--- config.mk ---
export PLATFORM = sky130hd
export DESIGN_NAME = my_pe_fx
export DESIGN_NICKNAME = d
export VERILOG_FILES = /design/src/rtl/my_pe_pkg.sv /design/src/rtl/my_pe_ram.sv /design/src/rtl/my_pe_fx.sv
export SDC_FILE = /design/constraint.sdc
export NUM_CORES = 2
export LEC_CHECK = 0
export ABC_AREA = 1
export CAP_MARGIN = 30
export CORE_MARGIN = 3
export CORE_UTILIZATION = 30
export CTS_CLUSTER_SIZE = 25
export DETAILED_ROUTE_END_ITERATION = 8
export GPL_ROUTABILITY_DRIVEN = 1
export SYNTH_ARGS = -nofsm -noshare
export SYNTH_HDL_FRONTEND = slang
export SYNTH_HIERARCHICAL = 1
export SYNTH_SLANG_ARGS = --single-unit
--- constraint.sdc ---
create_clock -name aclk -period 7.9 [get_ports aclk]
set_clock_uncertainty 0.2 [all_clocks]
set_input_delay 1.185 -clock aclk [delete_from_list [all_inputs] [get_ports aclk]]
set_output_delay 1.185 -clock aclk [all_outputs]
set_load 0.1 [all_outputs]
--- src/rtl/my_pe_pkg.sv ---
// Shared types and helpers for the my_pe_fx fixed-point dot-product engine.
// The saturation helper is only referenced when PE_SATURATE_EN is defined.
package my_pe_pkg;

   typedef enum logic [1:0] {
      IDLE  = 2'd0,
      RUN   = 2'd1,
      DRAIN = 2'd2,
      DONE  = 2'd3
   } pe_state_t;

   // Register stages between an accept and the accumulator update.
   localparam int PIPE_DEPTH = 3;

   // Working width of the clamp helper; covers any practical ACC_W.
   localparam int SAT_W = 128;

   // Clamp a signed value into the signed range of a dw-bit word.
   function automatic logic signed [SAT_W-1:0] sat_clamp(
      input logic signed [SAT_W-1:0] v,
      input int                      dw
   );
      logic signed [SAT_W-1:0] hi;
      logic signed [SAT_W-1:0] lo;
      hi = (128'sd1 <<< (dw - 1)) - 128'sd1;
      lo = -hi - 128'sd1;
      if (v > hi) begin
         return hi;
      end else if (v < lo) begin
         return lo;
      end else begin
         return v;
      end
   endfunction

endpackage

--- src/rtl/my_pe_ram.sv ---
// Local weight store for my_pe_fx: one write port and one registered read port.
module my_pe_ram #(
   parameter int DW = 32,
   parameter int AW = 6
) (
   input  logic          clk,
   input  logic          we,
   input  logic [AW-1:0] waddr,
   input  logic [DW-1:0] wdata,
   input  logic          re,
   input  logic [AW-1:0] raddr,
   output logic [DW-1:0] rdata
);

   logic [DW-1:0] mem_r [2**AW];

   // Write port.
   always_ff @(posedge clk) begin
      if (we) begin
         mem_r[waddr] <= wdata;
      end
   end

   // Registered read port; contents and read data are intentionally unreset.
   always_ff @(posedge clk) begin
      if (re) begin
         rdata <= mem_r[raddr];
      end
   end

endmodule

--- src/rtl/my_pe_fx.sv ---
// Signed fixed-point dot-product PE: dout = sum(ain[i]*peram[i]) + cin.
// Define PE_SATURATE_EN to clamp dout to the signed DW range instead of wrapping.
module my_pe_fx
   import my_pe_pkg::*;
#(
   parameter int DW         = 32,
   parameter int FRAC       = 8,
   parameter int L_RAM_SIZE = 6,
   parameter int ACC_W      = 48
) (
   input  logic                  aclk,
   input  logic                  areset,
   input  logic                  we,
   input  logic [L_RAM_SIZE-1:0] waddr,
   input  logic [DW-1:0]         wdata,
   input  logic                  start,
   input  logic [L_RAM_SIZE:0]   len,
   input  logic [DW-1:0]         cin,
   input  logic [DW-1:0]         ain,
   input  logic                  ain_valid,
   output logic                  ain_ready,
   output logic                  busy,
   output logic [DW-1:0]         dout,
   output logic                  dvalid
);

   localparam int LW = L_RAM_SIZE + 1;
   localparam logic [LW-1:0]         LEN_ZERO = {LW{1'b0}};
   localparam logic [LW-1:0]         LEN_ONE  = {{(LW-1){1'b0}}, 1'b1};
   localparam logic [L_RAM_SIZE-1:0] IDX_ZERO = {L_RAM_SIZE{1'b0}};
   localparam logic [L_RAM_SIZE-1:0] IDX_ONE  = {{(L_RAM_SIZE-1){1'b0}}, 1'b1};

   pe_state_t                state_r;
   logic [LW-1:0]            len_r;
   logic [LW-1:0]            cnt_r;
   logic [L_RAM_SIZE-1:0]    idx_r;
   logic signed [ACC_W-1:0]  acc_r;
   logic [PIPE_DEPTH-1:0]    pv_r;
   logic signed [DW-1:0]     a0_r;
   logic signed [DW-1:0]     a1_r;
   logic signed [DW-1:0]     b1_r;
   logic signed [2*DW-1:0]   prod_r;
   logic [DW-1:0]            rdata_s;
   logic                     accept_s;
   logic                     wr_en_s;
   logic signed [ACC_W-1:0]  inc_s;
   logic [DW-1:0]            result_s;
`ifdef PE_SATURATE_EN
   logic signed [SAT_W-1:0]  sat_wide_s;
`endif

   assign accept_s = ain_valid & ain_ready & (state_r == RUN);
   assign wr_en_s  = we & (state_r == IDLE);

   my_pe_ram #(
      .DW (DW),
      .AW (L_RAM_SIZE)
   ) u_ram (
      .clk   (aclk),
      .we    (wr_en_s),
      .waddr (waddr),
      .wdata (wdata),
      .re    (accept_s),
      .raddr (idx_r),
      .rdata (rdata_s)
   );

   // Scaled product and final result formatting.
   always_comb begin
      inc_s = ACC_W'(prod_r >>> FRAC);
`ifdef PE_SATURATE_EN
      sat_wide_s = sat_clamp(SAT_W'(acc_r), DW);
      result_s   = sat_wide_s[DW-1:0];
`else
      result_s   = acc_r[DW-1:0];
`endif
   end

   // Operand/product pipeline; each stage carries a valid bit so bubbles pass harmlessly.
   always_ff @(posedge aclk) begin
      if (areset) begin
         pv_r   <= {PIPE_DEPTH{1'b0}};
         a0_r   <= {DW{1'b0}};
         a1_r   <= {DW{1'b0}};
         b1_r   <= {DW{1'b0}};
         prod_r <= {(2*DW){1'b0}};
      end else begin
         pv_r   <= {pv_r[PIPE_DEPTH-2:0], accept_s};
         if (accept_s) begin
            a0_r <= ain;
         end
         a1_r   <= a0_r;
         b1_r   <= rdata_s;
         prod_r <= (2*DW)'(a1_r) * (2*DW)'(b1_r);
      end
   end

   // Control FSM, accumulator and registered outputs.
   always_ff @(posedge aclk) begin
      if (areset) begin
         state_r   <= IDLE;
         len_r     <= LEN_ZERO;
         cnt_r     <= LEN_ZERO;
         idx_r     <= IDX_ZERO;
         acc_r     <= {ACC_W{1'b0}};
         ain_ready <= 1'b0;
         busy      <= 1'b0;
         dout      <= {DW{1'b0}};
         dvalid    <= 1'b0;
      end else begin
         dvalid <= 1'b0;
         if (pv_r[PIPE_DEPTH-1]) begin
            acc_r <= acc_r + inc_s;
         end
         case (state_r)
            IDLE: begin
               if (start && (len != LEN_ZERO)) begin
                  len_r     <= len;
                  cnt_r     <= LEN_ZERO;
                  idx_r     <= IDX_ZERO;
                  acc_r     <= ACC_W'($signed(cin));
                  ain_ready <= 1'b1;
                  busy      <= 1'b1;
                  state_r   <= RUN;
               end
            end
            RUN: begin
               if (accept_s) begin
                  idx_r <= idx_r + IDX_ONE;
                  cnt_r <= cnt_r + LEN_ONE;
                  if ((cnt_r + LEN_ONE) == len_r) begin
                     ain_ready <= 1'b0;
                     state_r   <= DRAIN;
                  end
               end
            end
            DRAIN: begin
               // The oldest stage may still be folding into acc on this edge.
               if (pv_r[PIPE_DEPTH-2:0] == {(PIPE_DEPTH-1){1'b0}}) begin
                  state_r <= DONE;
               end
            end
            DONE: begin
               dout    <= result_s;
               dvalid  <= 1'b1;
               busy    <= 1'b0;
               state_r <= IDLE;
            end
            default: begin
               ain_ready <= 1'b0;
               busy      <= 1'b0;
               state_r   <= IDLE;
            end
         endcase
      end
   end

endmodule

# == Word level (Yosys, flattened, before mapping) ==
# Memories as Yosys holds them, arrays and structs flattened. A register that Yosys moved wholly into a read port is not among the register bits.
# Index checks and enable logic that the tools add are counted.
# classes
n_addsub,3
mul,1
eq_ne,8
muxes,22
bitwise,3
n_reduce_logical,11
# op_table
cell,count
48-bit two-way mux,3
32-bit by 32-bit multiplier with 56-bit output,1
48-bit adder,1
7-bit two-way mux,2
7-bit case mux with 2 select lines,1
6-bit two-way mux,2
6-bit case mux with 2 select lines,1
2-bit two-way mux,4
2-bit case mux with 4 select lines,1
4-bit AND reduction,2
"7-bit by 1-bit adder with 7-bit output, second input constant",1
7-bit equality test,1
7-bit nonzero test,1
"6-bit by 1-bit adder with 6-bit output, second input constant",1
1-bit two-way mux,6
"2-bit equality test, second input constant",2
2-bit zero test,2
"2-bit by 1-bit != test with 1-bit output, second input constant",2
"2-bit != test, second input constant",2
1-bit case mux with 2 select lines,2
2-bit AND reduction,2
2-bit nonzero test,2
1-bit AND,3
3-bit AND reduction,1
2 further kinds,2
# totals
register_bits,260
ram_bits,2048
input_bits,114
mem_count,1
# mem_list
name,depth,width,rd,rd_clocked_by_memory_dff,wr,line_no,rtl
u_ram.mem_r,64,32,1,1,1,my_pe_ram.sv:15,logic [DW-1:0] mem_r [2**AW];

# == Logic depth before layout (Yosys ltp) ==
# depth
depth_word,5
ltp_mapped,35

# == Hierarchy ==
# Netlist, hierarchy kept.
# modules_own_cells
module,n_inst,cells_per_inst,area_per_inst_um2
my_pe_ram,1,6769,83058.4
my_pe_fx,1,4473,33863.7

# == Least setup slack after synthesis ==
# Ideal clock, no wire load.
# synth_path
path_kind,register to register
start,reg a1_r[20]
end,reg prod_r[39]
setup_ns,0.128
t_arrival_ns,6.369
required_ns,7.572
setup_slack_ns,1.204
path_stages_with_launch,29
path_buffers,2
period_less_slack_ns,6.696
path_cell_list,dfxtp_1 clkbuf_1 clkbuf_1 nand2_1 fa_1 inv_1 fa_1 inv_1 fa_1 inv_1 fa_1 inv_1 fa_1 inv_1 fa_1 fa_1 fa_1 ha_1 inv_1 nor3_1 nand2_1 nor2_1 nand3_1 nand3_1 nand3_1 nand2_1 nand2_1 nand2_1 nor2_1
# synth_via
elab_chain_cells,1
# synth_lines
item,line_no,rtl
start: declaration,my_pe_fx.sv:40,logic signed [DW-1:0] a1_r;
start signal: assignment,my_pe_fx.sv:84,a1_r <= {DW{1'b0}};
start signal: assignment,my_pe_fx.sv:92,a1_r <= a0_r;
32-bit by 32-bit multiplier with 56-bit output,my_pe_fx.sv:94,prod_r <= (2*DW)'(a1_r) * (2*DW)'(b1_r);
end signal: assignment,my_pe_fx.sv:86,prod_r <= {(2*DW){1'b0}};
end signal: assignment,my_pe_fx.sv:94,
end: declaration,my_pe_fx.sv:42,logic signed [2*DW-1:0] prod_r;
# No other way between the ends.
# A chain may end at the register's enable or synchronous reset.

# == Worst setup path in the final report ==
# layout_path
start,reg b1_r[12]
end,reg prod_r[29]
# layout_via
elab_chain_cells,1
# layout_lines
item,line_no,rtl
start: declaration,my_pe_fx.sv:41,logic signed [DW-1:0] b1_r;
start signal: assignment,my_pe_fx.sv:85,b1_r <= {DW{1'b0}};
start signal: assignment,my_pe_fx.sv:93,b1_r <= rdata_s;
32-bit by 32-bit multiplier with 56-bit output,my_pe_fx.sv:94,
# No other way between the ends.

==> reports/results.tsv <==
metric	value	unit
drc violations	0	
synth warn	6	
Setup WS pre-CTS	0.4974	ns
Post CTS Setup Buffer Count	0	
Slew HR	24.21	%
sequential area share after synthesis	57.19	%
root buffer cell	clkbuf_16	
syn avg cell area	10.40	µm²
Tmin final	7.460	ns
hold slack	0.2172	ns
H-tree levels	4	
Setup crit end kind	register	
vias	80660	
Die Wd	630.3	µm
Setup TNS Final	0	ns
Synth top cells by count	nand2_1 (3283), edfxtp_1 (2080), nand3_1 (1995)	
initial antenna violation count	20	
main flop type after synthesis	edfxtp_1	
drt via density	4.853	
Yosys reg bits	2300	
RSZ-0062 raised after global routing	false	
IO Pins	149	
number of CTS-inserted buffers	232	
most common cell in the netlist	nand2_1	
Distinct cells, synth	52	
Final setup viols	0	
die area	397300	µm²
global-route wire length before repair	512400	µm
Routed Antenna Nets	0	
number of hold buffers added after CTS	0	
Crit path required time	8.45	ns
number of global-route vias before repair	77750	
Fill cells	38530	
top cell type by total area after synthesis	edfxtp_1	
DP HPWL	206700	µm
die height	630.3	µm
post-synth net total	12190	
Cells after Synth	11240	
Placement Rows	228	
cell area power density	228.0	nW/µm²
max-cap violation count	0	
final wirelength	344900	µm
Cell Area, Synth	116900	µm²
CTS clk-pin slew, worst paths	0.06	ns
grt ovf	0	
core area	386800	µm²
Max Slew Vio Count	0	
nets	12200	
CTS resizes	0	
placer's final routability congestion estimate	0.8778	
DRT iter0 DRCs	9112	
Area growth syn-to-layout	13.37	%
largest net degree at the start of global routing	195	
worst hold path class	reg -> reg	
CP startpoint kind	register	
CP Max Fanout	19	
Total Routing Usage GR	16.90	%
TritonCTS clock tree	done	
final setup margin	0.4400	ns
WL/cell	20.75	µm
clk sinks	2300	
worst-margin pin slew	1.137	ns
drt first pass iters	5	
post-synth top area share	53.42	%
starting density of the core	30.23	%
Worst VDD drop	0.2529	mV
status	complete, no violations	
ratio of cells with drive above 1 in the final layout	6.506	%
period utilization	94.43	%
Reg2Reg Depth	26	
Arr. time, crit path	8.01	ns
dominant cells by area after synthesis	edfxtp_1 (53%), fa_1 (11%), nand2_1 (11%)	
Power Total	0.03022	W
Max clock buf depth	4	
Pleak	53.61	nW
EDFF count, synth	2080	
critical path type	reg -> reg	
Worst-Skew Late Latency	0.94	ns
Async SR Flop Fraction	0	%
fmax	134.0	MHz
Final Hold Fails	0	
worst hold stages	2	
IO buf count	148	
-- registers in the layout, indices dropped and copies added, names as in the netlist --
signal and cells:
b1_r 32, cnt_r 7, pv_r 3, acc_r 32
u_ram/rdata 32, a1_r 32, idx_r 6, ain_ready 1
len_r 7, prod_r 32, u_ram/mem_r 2048, dvalid 1
dout 32, state_r 2, busy 1, a0_r 32
-- metrics by stage --
stage | instance area, µm² | std cells | utilization (%)
final | 132600 | 16620 | 34.27
after global routing | 132500 | 16620 | 34.26
after CTS | 132500 | 16610 | 34.26
after detailed placement | 124900 | 16190 | 32.28
after global placement | 124300 | 16160 | 32.13
after floorplan | 116900 | 11240 | -
-- where the power goes --
part	total (W)	internal, W	switching, W
logic	0.00536	0.00149	0.00387
registers	0.0137	0.0135	0.000200
clock network	0.0112	0.00637	0.00478
-- layout by cell type (no fill, tap or decap), types with 47 or more instances in the layout --
master and count:
a21oi_1 153, buf_4 213, clkbuf_1 47, clkbuf_16 234, clkdlybuf4s50_1 115, clkinv_2 49, dfxtp_1 214, edfxtp_1 2080
fa_1 643, ha_1 193, inv_1 1341, nand2_1 3282, nand3_1 1995, nor2_1 231, nor2_4 57, o21ai_0 151
-- final cells by class --
cell class	instances	area, µm²	area share, %
Sequential cell	2300	66880	50.46
Clock buffer	290	6156	4.644
Clock inverter	135	1466	1.106
Tap cell	5175	6475	4.885
Inverter	1349	5100	3.847
Multi-Input combinational cell	6948	42440	32.02
Timing Repair Buffer	414	4006	3.022
Antenna cell	9	22.52	0.01699
-- worst max-delay path, stage by stage (launching register included) --
cell	delay, ns
dfxtp_1	0.95
buf_4	0.34
nand2_1	0.10
fa_1	0.53
inv_1	0.06
fa_1	0.37
fa_1	0.49
inv_1	0.05
fa_1	0.47
inv_1	0.05
fa_1	0.48
fa_1	0.52
fa_1	0.49
inv_1	0.05
fa_1	0.47
inv_1	0.04
ha_1	0.34
nand2_1	0.11
nor2_1	0.15
inv_1	0.07
nor3_1	0.14
inv_1	0.07
o21ai_1	0.24
a21oi_1	0.13
o21bai_1	0.25
a21oi_1	0.09
o21a_1	0.12
-- layer usage --
metal	vias up	wire length (µm)	track usage, %
met5	-	52	0
met2	3295	155500	26.43
li1	36990	-	-
met3	454	31280	2.961
met1	39910	148800	24.14
met4	10	9238	4.397
-- final timing paths --
kind	startpoint	end	slack, ns
max	b1_r[12]	prod_r[29]	0.44
min	a0_r[27]	a1_r[27]	0.22
max reg2reg	b1_r[12]	prod_r[29]	0.44
min reg2reg	a0_r[27]	a1_r[27]	0.22
-- kinds of logic after synthesis --
family | share of synthesized area, %
simple gates | 20.45
flops | 57.19
buf+inv | 6.923
fa+ha+maj | 13.07
compound gates | 2.116
xor+xnor | 0.2536
Note: power is estimated with default switching activity, not from simulation.
